==> src/rtl/ascon_fsm_ctrl.sv <==
// ascon_fsm_ctrl: Ascon-128 encryption sequencer driving round counter and permutation datapath controls
// Ports: clock_i/reset_i (sync active-high); start_i, data_valid_i, data_last_i handshake in;
// cpt_i round index in; cpt_en_o/cpt_init_12_o/cpt_init_6_o counter control; state_en_o, sel_init_o,
// xor_data_o, xor_key_begin_o, xor_key_end_o, xor_lsb_o datapath control; data_ready_o, cipher_valid_o,
// tag_valid_o, busy_o status.
module ascon_fsm_ctrl #(
  parameter int CPT_W      = 4,
  parameter int LAST_ROUND = 11
) (
  input  logic             clock_i,
  input  logic             reset_i,
  input  logic             start_i,
  input  logic             data_valid_i,
  input  logic             data_last_i,
  input  logic [CPT_W-1:0] cpt_i,
  output logic             cpt_en_o,
  output logic             cpt_init_12_o,
  output logic             cpt_init_6_o,
  output logic             state_en_o,
  output logic             sel_init_o,
  output logic             xor_data_o,
  output logic             xor_key_begin_o,
  output logic             xor_key_end_o,
  output logic             xor_lsb_o,
  output logic             data_ready_o,
  output logic             cipher_valid_o,
  output logic             tag_valid_o,
  output logic             busy_o
);
  typedef enum logic [2:0] {S_IDLE, S_INIT, S_WAIT_AD, S_AD, S_WAIT_PT, S_PT, S_FINAL, S_END} state_t;
  state_t r_state, w_next;
  logic   r_last;
  logic   w_c0, w_c6, w_cl;
  assign w_c0   = cpt_i == '0;
  assign w_c6   = cpt_i == CPT_W'(6);
  assign w_cl   = cpt_i == CPT_W'(LAST_ROUND);
  assign busy_o = r_state != S_IDLE;
  always_ff @(posedge clock_i) begin
    if (reset_i) begin
      r_state <= S_IDLE;
      r_last  <= 1'b0;
    end else begin
      r_state <= w_next;
      if (r_state == S_WAIT_AD && data_valid_i) r_last <= data_last_i;
    end
  end
  always_comb begin
    w_next          = r_state;
    cpt_en_o        = 1'b0;
    cpt_init_12_o   = 1'b0;
    cpt_init_6_o    = 1'b0;
    state_en_o      = 1'b0;
    sel_init_o      = 1'b0;
    xor_data_o      = 1'b0;
    xor_key_begin_o = 1'b0;
    xor_key_end_o   = 1'b0;
    xor_lsb_o       = 1'b0;
    data_ready_o    = 1'b0;
    cipher_valid_o  = 1'b0;
    tag_valid_o     = 1'b0;
    unique case (r_state)
      S_IDLE: if (start_i) begin
        cpt_en_o      = 1'b1;
        cpt_init_12_o = 1'b1;
        w_next        = S_INIT;
      end
      S_INIT: begin
        state_en_o    = 1'b1;
        cpt_en_o      = 1'b1;
        sel_init_o    = w_c0;
        xor_key_end_o = w_cl;
        w_next        = w_cl ? S_WAIT_AD : S_INIT;
      end
      S_WAIT_AD: begin
        data_ready_o = 1'b1;
        cpt_en_o     = data_valid_i;
        cpt_init_6_o = data_valid_i;
        w_next       = data_valid_i ? S_AD : S_WAIT_AD;
      end
      S_AD: begin
        state_en_o = 1'b1;
        cpt_en_o   = 1'b1;
        xor_data_o = w_c6;
        xor_lsb_o  = w_cl && r_last;
        w_next     = !w_cl ? S_AD : r_last ? S_WAIT_PT : S_WAIT_AD;
      end
      S_WAIT_PT: begin
        // a last block skips the PT phase: its data goes in at the start of finalization
        data_ready_o  = 1'b1;
        cpt_en_o      = data_valid_i;
        cpt_init_6_o  = data_valid_i && !data_last_i;
        cpt_init_12_o = data_valid_i && data_last_i;
        w_next        = !data_valid_i ? S_WAIT_PT : data_last_i ? S_FINAL : S_PT;
      end
      S_PT: begin
        state_en_o     = 1'b1;
        cpt_en_o       = 1'b1;
        xor_data_o     = w_c6;
        cipher_valid_o = w_c6;
        w_next         = w_cl ? S_WAIT_PT : S_PT;
      end
      S_FINAL: begin
        state_en_o      = 1'b1;
        cpt_en_o        = 1'b1;
        xor_data_o      = w_c0;
        xor_key_begin_o = w_c0;
        cipher_valid_o  = w_c0;
        xor_key_end_o   = w_cl;
        w_next          = w_cl ? S_END : S_FINAL;
      end
      S_END: begin
        tag_valid_o = 1'b1;
        w_next      = S_IDLE;
      end
    endcase
  end
endmodule

==> config.mk <==
export PLATFORM = sky130hd
export DESIGN_NAME = ascon_fsm_ctrl
export DESIGN_NICKNAME = d
export VERILOG_FILES = /design/src/rtl/ascon_fsm_ctrl.sv
export SDC_FILE = /design/constraint.sdc
export NUM_CORES = 1
export LEC_CHECK = 0
export CAP_MARGIN = 20
export CORE_AREA = 10 10 47 49
export DETAILED_ROUTE_END_ITERATION = 8
export DIE_AREA = 0 0 57 59
export GPL_ROUTABILITY_DRIVEN = 0
export PLACE_DENSITY = 0.69
export SLEW_MARGIN = 15
export SYNTH_ARGS = -nofsm -noshare
export SYNTH_HDL_FRONTEND = slang
export SYNTH_SLANG_ARGS = --single-unit
==> constraint.sdc <==
create_clock -name clock_i -period 1.3 [get_ports clock_i]
set_input_delay 0.39 -clock clock_i [delete_from_list [all_inputs] [get_ports clock_i]]
set_output_delay 0.39 -clock clock_i [all_outputs]
set_load 0.05 [all_outputs]
; Word level (Yosys, flattened, before mapping)
; Cells that the tools add are included.
[classes]
eq_ne = 10
n_mux = 23
n_reduce_logical = 12
[ops]
columns = operator, n
row1 = 3-bit case mux with 8 select lines, 1
row2 = 3-bit equality test (second input constant), 4
row3 = 1-bit 2-to-1 mux, 11
row4 = 3-bit 2-to-1 mux, 3
row5 = 1-bit case mux with 2 select lines, 4
row6 = 3-bit by 2-bit equality test with 1-bit output (second input constant), 2
row7 = 2-bit 2-to-1 mux, 3
row8 = 2-bit OR reduction, 3
row9 = 4-bit by 3-bit equality test with 1-bit output (second input constant), 1
row10 = 4-bit equality test (second input constant), 1
row11 = 1-bit logical AND, 4
row12 = 4-bit zero test, 1
row13 = 4-bit OR reduction, 1
row14 = 3-bit by 1-bit equality test with 1-bit output (second input constant), 1
row15 = 3-bit zero test, 1
row16 = 1-bit case mux with 3 select lines, 1
row17 = 3-bit nonzero test, 1
row18 = 2-bit != test (second input constant), 1
row19 = 1-bit zero test, 1
[totals]
regBits = 4
output_inout_bits = 13
wordCells = 47

; Depth between registers and ports, before layout
; Gate-level depths: netlist (run 1).
[logic_depth]
depth_word = 3
depth_mapped = 5
mapped_depth_nobuf = 4

; Worst setup path after synthesis (run 1)
; No wires, ideal clock.
[synth_path]
kind = reg-to-output
startpoint = reg r_state[1]
endpoint = out xor_data_o
arrival_time_ps = 1928
required_time_ps = 910
setup_slack_ps = -1018
stages_incl_launch_ff = 6
cell_sequence = dfxtp_1 buf_2 nand2_1 nor2_1 a32oi_1 nor3_1
[synth_via]
elab_chain_len = 3
elab_cells_between_ends = 5
classes_between = 3 x eq/ne / 1 x mux / 1 x reduce/logical
[synth_lines]
columns = element, line
row1 = "start, declared", 31  ; state_t r_state, w_next;
row2 = "start signal, assigned", 43  ; r_state <= w_next;
row3 = 3-bit equality test / 3-bit by 2-bit equality test with 1-bit output (equally long branches), 61  ; unique case (r_state)
row4 = 2-bit OR reduction (no source line), --
row5 = 1-bit case mux with 2 select lines (*), 61
row6 = "end, declared", 21  ; output logic xor_data_o,
; Every way passes the cells marked *; elsewhere a longest branch is shown, timed or not.

; Final worst setup path (run 1)
[layout_path]
startpoint = reg r_state[1]
endpoint = out cpt_init_6_o
[layout_via]
elab_chain_len = 2
elab_cells_between_ends = 3
classes_between = 2 x eq/ne / 1 x mux
[layout_lines]
columns = element, line
row1 = 3-bit equality test / 3-bit by 2-bit equality test with 1-bit output (equally long branches), 61
row2 = 1-bit case mux with 2 select lines (*), 61
row3 = "end, declared", 18  ; output logic cpt_init_6_o,
; Marked as above.

==> key figures, run 1 <==
Run status
  • Status: complete, but fails checks
  • Failing checks: negative setup slack

Die
  • Die area: 3360 um^2
  • Die Ht: 59 um
  • CORE AREA: 1400 um^2
  • Row cnt: 14
  • Initial Util: 29.7%
  • Top Ports: 22
  • DIE WIDTH: 57 um

Setup path
  • Cell family with most CP delay: simple AND/OR/NAND/NOR gates
  • Critical R2R Capture: r_state[0]
  • Critical path required time: 910 ps
  • Crit Path Class: reg2out
  • R2r startpoint: r_state[1]
  • Worst Setup End Kind: primary output
  • Crit path DAT: 1490 ps
  • CP max stage delay: 380 ps
  • Worst reg-to-reg setup slack: -330 ps
  • Slowest cell on the critical path: or3b_4
  • R2R cell count: 7
  • Worst-path fanout max: 6
  • CP Cell Sequence: buf_6 > or3b_4 > a21oi_4 > buf_12
  • Combined buffer and inverter count along the critical path: 2
  • Startpoint Class: register

Placed design
  • Dpl hpwl: 1.59 mm
  • Post-DP Area: 1090 um^2
  • DP Worst Slack: -896 ps
  • Placed insts: 124
  • Port Buffers: 21

Power
  • PwrDens: 427 nW/um^2
  • Max VDD drop: 0.000525 V
  • Leakage: 0.556 nW

Synthesis
  • Yosys cell types: 26
  • Synth Area in XOR/XNOR: 0%
  • Mux cell area share after synthesis: 0%
  • Most used flip-flop cell after synthesis: dfxtp_1
  • Seq/Total Area, Yosys: 19.2%
  • Cell Area, Synth: 417 um^2
  • Largest family of logic cells by synthesized area: simple AND/OR/NAND/NOR gates
  • Post-Synth Simple-Gate Area: 52.6%
  • Synthesis-stage register bit count: 4
  • Ys Warns: 0
  • Post-synthesis adder-cell area fraction: 0%
  • Mean post-synth cell area: 6.51 um^2
  • Compound-cell area share of the yosys netlist: 23.1%
  • Mapped Cells: 64
  • Post-synth EDFFs: 0
  • Ys async rst share: 0%
  • Synth Net Count: 73

Cells and area
  • Most common cell after layout, fill and taps aside: buf_4
  • Share of cells above drive strength 1: 76.6%
  • Final layout net count: 134
  • Area grow syn2layout: 221%
  • N_diodes: 0
  • Commonest non-fill, non-tap cells in the layout: buf_4, buf_12, buf_6
  • Final Non-Filler Cells: 140
  • Finished Cell Area: 1340 um^2
  • Final core area utilization: 95.4%

Clock network
  • Clk_lat worst skew: 250 ps
  • Clock transition at path regs: 40 ps
  • Clock Path Buffers: 2
  • TritonCTS clock tree: done
  • Post-CTS Hold Buffers: 0
  • Cts bufs inserted: 3
  • H-tree depth reported by CTS: 1
  • Clk sink count: 4
  • Root buf cell: clkbuf_4

Drt
  • Drt first pass iters: 5
  • Vias: 803
  • Remaining DRCs: 0
  • Vias per inst: 5.74
  • 1st-iter DRT viols: 20
  • Post-route ant nets: 0
  • Average wire per standard cell: 22.2 um
  • Final wirelength: 3.11 mm

Timing
  • Skew final: 4.92 ps
  • Period minus WS final: 1880 ps
  • Pins Over Slew Limit: 0
  • Worst-Margin Slew: 301 ps
  • Final setup violation count: 16
  • Post-route setup slack: -582 ps
  • Fmax: 531 MHz
  • Slew headroom: 79.8%
  • Final period util: 145%
  • RSZ-0062 raised after global routing: yes
  • Fin. Hold Viols: 0

Global route
  • Total track usage: 15.5%
  • Initial antenna violation count: 0
  • Largest net degree at the start of global routing: 11
  • Overflow after GRT: 0
  • First-pass GRT wire length: 4.08 mm
  • Vias in the first global route: 819

Worst hold path
  • Hold_sp: r_last
  • Hold path endpoint: r_last
  • Hold Crit Class: reg2reg
  • Number of cells on the worst hold path: 2

Run
  • Maxcap violations: 0
timing repair:
action                                  CTS  global route
setup buffers                             6             6
endpoints found under the setup margin   17            16
gates resized for setup                  31            19
pin swaps                                14             7
metrics by stage:
step                power [W]  hold WS, ps  setup TNS (ps)
floorplan            0.000236          452           -2340
global placement     0.000353          490           -7970
detailed placement   0.000359          494           -8660
CTS                  0.000535          524           -5640
global route         0.000589          613           -7130
finish               0.000571          607           -6590
area by class of cell:
cell class,count,area [um^2]
timing repair buffer,59,646
multi-input combinational,55,542
sequential,4,91.3
fill,33,65.1
clock buffer,4,26.3
tap,16,20.0
inverter,2,11.3
report_power, final:
part | total (W) | switching (W) | internal (W)
logic | 0.000261 | 0.000137 | 0.000124
registers | 0.000128 | 0.00000708 | 0.000121
clock network | 0.000182 | 0.0000659 | 0.000116
total | 0.000571 | 0.000210 | 0.000361
worst max path at each step:
stage | from | to | slack [ps] | depth (start not counted)
5_1_grt | r_state[0] | xor_key_end_o | -610 | 5
3_5_place_dp | cpt_i[1] | xor_data_o | -900 | 6
4_1_cts | r_state[0] | xor_data_o | -520 | 5
6_report | r_state[1] | cpt_init_6_o | -580 | 4
3_3_place_gp | cpt_i[1] | xor_data_o | -750 | 6
2_1_floorplan | r_state[1] | xor_data_o | -330 | 5
registers in the layout, indices dropped and copies added (netlist names):
| name | count |
|---|---|
| r_last | 1 |
| r_state | 3 |
cell families after synthesis:
kind of cell           count (synthesis)
buffers and inverters                  5
AO/OA/AOI/OAI                         14
flip-flops                             4
AND/OR/NAND/NOR                       41
synth_stat cells, types with 2 or more instances:
| library cell | instances | area share (%) |
|---|---|---|
| inv_1 | 2 | 1.8 |
| and3_1 | 3 | 4.5 |
| nand2_1 | 8 | 7.2 |
| nand2b_1 | 3 | 4.5 |
| buf_2 | 2 | 2.4 |
| dfxtp_1 | 4 | 19 |
| nor3_1 | 7 | 8.4 |
| nor2_1 | 9 | 8.1 |
| a31oi_1 | 2 | 3.0 |
| nand3b_1 | 2 | 3.6 |
| a21oi_1 | 6 | 7.2 |
| nor2b_1 | 2 | 3.0 |
worst reg2reg max path, delay by kind of cell (launching register included):
kind,cells,cell delay (ps)
buffers and inverters,3,360
AND/OR/NAND/NOR,2,430
flip-flops,1,370
AO/OA/AOI/OAI,2,380
layer usage:
layer	global-route usage (%)	vias up	routed length, um
li1	-	356	-
met2	31.0	35	1680
met5	0	-	0
met1	14.1	398	1180
met4	7.38	0	112
met3	4.08	14	137
No activity file was read; power rests on OpenSTA's default activity.
==> run 2: changes to the inputs <==
Settings changed: CAP_MARGIN 20 to unset.
==> results of run 2 <==
The final DEF is identical to that of run 1; final timing and power are the same.
==> run 3: changes to the inputs <==
Settings changed: CTS_CLUSTER_DIAMETER set to 120, SKIP_LAST_GASP set to 1.
==> run 3 against run 2 <==
Net effect: the flow still finishes with violations (negative setup slack); register-to-register slack worse by 110 ps; sequential power hardly changed; combinational power hardly changed; worst hold slack worse by 6.9 ps; global-route usage is 1.1 points lower; final cell count is 0.71% lower; non-clock buffer count is 1 lower; critical path depth is 2 higher; final area is 1.0% lower; first-iteration DRC count is 55% higher; largest cell class unchanged.
==> key figures, run 3 (synthesis results as in run 1) <==
Global route
  • Vias in the first global route: 754 (was 819)
  • Total track usage: 14.5% (was 15.5%)
  • Initial antenna violation count: 0 (unchanged)
  • Largest net degree at the start of global routing: 11 (unchanged)
  • First-pass GRT wire length: 3.93 mm (was 4.08 mm)
  • Overflow after GRT: 0 (unchanged)

Timing
  • Pins Over Slew Limit: 0 (unchanged)
  • Fin. Hold Viols: 0 (unchanged)
  • Final setup violation count: 17 (was 16)
  • Fmax: 522 MHz (was 531 MHz)
  • Worst-Margin Slew: 352 ps (was 301 ps)
  • Post-route setup slack: -615 ps (was -582 ps)
  • Period minus WS final: 1920 ps (was 1880 ps)
  • Hold_ws: 600 ps (was 607 ps)
  • Slew headroom: 76.4% (was 79.8%)
  • RSZ-0062 raised after global routing: yes (unchanged)
  • Final period util: 147% (was 145%)
  • Skew final: 5.70 ps (was 4.92 ps)

Clock network
  • TritonCTS clock tree: done (unchanged)
  • Clk sink count: 4 (unchanged)
  • Cts bufs inserted: 3 (unchanged)
  • Clock transition at path regs: 50 ps (was 40 ps)
  • Clock Path Buffers: 2 (unchanged)
  • Clk_lat worst skew: 260 ps (was 250 ps)
  • H-tree depth reported by CTS: 1 (unchanged)
  • Root buf cell: clkbuf_4 (unchanged)

Setup path
  • Critical R2R Capture: r_state[0] (unchanged)
  • Critical path required time: 910 ps (about the same)
  • Crit path DAT: 1530 ps (was 1490 ps)
  • Worst-path fanout max: 6 (unchanged)
  • CP max stage delay: 390 ps (was 380 ps)
  • Critical path startpoint: r_state[1] (unchanged)
  • Most frequent CP cell: buf_6
  • Setup crit end: xor_key_end_o (was cpt_init_6_o)
  • Worst Setup End Kind: primary output (unchanged)
  • R2r startpoint: r_state[1] (unchanged)
  • Worst reg-to-reg setup slack: -440 ps (was -330 ps)
  • Slowest cell on the critical path: dfxtp_4 (was or3b_4)
  • Crit Path Class: reg2out (unchanged)
  • CP Cell Sequence: buf_6 > buf_6 > nand3b_1 > buf_4 > a21oi_4 > buf_12 (was buf_6 > or3b_4 > a21oi_4 > buf_12)
  • R2R cell count: 9 (was 7)
  • Startpoint Class: register (unchanged)

Drt
  • Vias: 816 (was 803)
  • 1st-iter DRT viols: 31 (was 20)
  • Post-route ant nets: 0 (unchanged)
  • Average wire per standard cell: 23.2 um (was 22.2 um)
  • Vias per inst: 5.87 (was 5.74)
  • Drt first pass iters: 4 (was 5)
  • Remaining DRCs: 0 (unchanged)
  • Final wirelength: 3.22 mm (was 3.11 mm)

Cells and area
  • Max reg flops: 3 (unchanged)
  • Area used by multi-input combinational logic: 553 um^2 (was 542 um^2)
  • Final layout net count: 133 (was 134)
  • Most common cell after layout, fill and taps aside: buf_4 (unchanged)
  • Area grow syn2layout: 217% (was 221%)
  • Share of cells above drive strength 1: 78.0% (was 76.6%)
  • Biggest regs: r_state: 3 flops, r_last: 1 flops (unchanged)
  • Register area: 91.3 um^2 (unchanged)
  • N_diodes: 0 (unchanged)
  • Fillers: 37 (was 33)
  • Finished Cell Area: 1320 um^2 (was 1340 um^2)
  • Most flops, register: r_state (unchanged)
  • Commonest non-fill, non-tap cells in the layout: buf_4, buf_12, buf_6 (unchanged)

Die
  • DIE WIDTH: 57 um (unchanged)
  • Die area: 3360 um^2 (unchanged)
  • Die Ht: 59 um (unchanged)
  • Row cnt: 14 (unchanged)
  • CORE AREA: 1400 um^2 (unchanged)
  • Initial Util: 29.7% (unchanged)
  • Top Ports: 22 (unchanged)

Placed design
  • Dpl hpwl: 1.59 mm (unchanged)
  • Post-DP Area: 1090 um^2 (unchanged)
  • Port Buffers: 21 (unchanged)

Worst hold path
  • Hold Crit Class: reg2reg (unchanged)

Run status
  • Failing checks: negative setup slack (unchanged)
  • Status: complete, but fails checks (unchanged)

Power
  • Leakage: 0.555 nW (was 0.556 nW)
  • Max VDD drop: 0.000705 V (was 0.000525 V)
  • Total power: 0.000590 W (was 0.000571 W)
  • PwrDens: 446 nW/um^2 (was 427 nW/um^2)

Run
  • Maxcap violations: 0 (unchanged)
run 3: changes by cell type in the layout (fill, tap and decap cells not counted), sizes merged:
| cell | delta |
|---|---|
| clkdlybuf4s15 | -4 |
| clkbuf | +2 |
| dlygate4sd2 | +1 |
run 3: worst max-delay path: cells and delay by family (launching register included):
family | cells | cell delay, ps
buffers and inverters | 4 | 590
flip-flops | 1 | 390
AND/OR/NAND/NOR | 1 | 150
AO/OA/AOI/OAI | 1 | 140
run 3: layer usage:
metal	GRT usage [%]	routed length, um	vias up
met2	28.4	1720	56
li1	-	-	350
met3	3.86	222	12
met4	5.03	143	0
met5	0	0	-
met1	14.1	1140	398
run 3: final cells by class:
class                           count  area share (%)
Clock buffer                        4            1.99
Inverter                            2           0.851
Multi-Input combinational cell     55            41.8
Sequential cell                     4            6.91
Tap cell                           16            1.51
Timing Repair Buffer               58            46.9
run 3: power breakdown:
part | internal [W] | switching (W)
Combinational | 0.000123 | 0.000136
Sequential | 0.000121 | 0.00000712
Clock | 0.000117 | 0.0000845
Total | 0.000362 | 0.000228
run 3: stage by stage:
| step | TNS (ps) | utilization [%] | worst slack (ps) | std cells |
|---|---|---|---|---|
| 6_report | -7050 | 94.4 | -615 | 139 |
| 3_3_place_gp | -7970 | 78.0 | -754 | 124 |
| 2_1_floorplan | -2340 | - | -333 | 64 |
| 4_1_cts | -5660 | 87.1 | -517 | 134 |
| 5_1_grt | -7550 | 94.4 | -631 | 139 |
| 3_5_place_dp | -8660 | 78.0 | -896 | 124 |
run 3: how the worst min path moves through the flow:
| stage | startpoint | to | slack [ps] | cells past startpoint |
|---|---|---|---|---|
| 2_1_floorplan | reset_i | r_state[2] | 450 | 1 |
| 3_3_place_gp | r_last | r_last | 490 | 2 |
| 3_5_place_dp | r_last | r_last | 490 | 2 |
| 4_1_cts | r_last | r_last | 520 | 2 |
| 5_1_grt | r_last | r_last | 620 | 2 |
| 6_report | r_last | r_last | 600 | 2 |
run 3: timing repair:
| action | 4_1_cts | 5_1_grt |
|---|---|---|
| gates resized for setup | 30 | 24 |
| setup buffers | 6 | 5 |
| pin swaps | 14 | 7 |
| hold endpoints to repair | 0 | 0 |
| hold buffers | 0 | 0 |
| setup endpoints to repair | 17 | 16 |
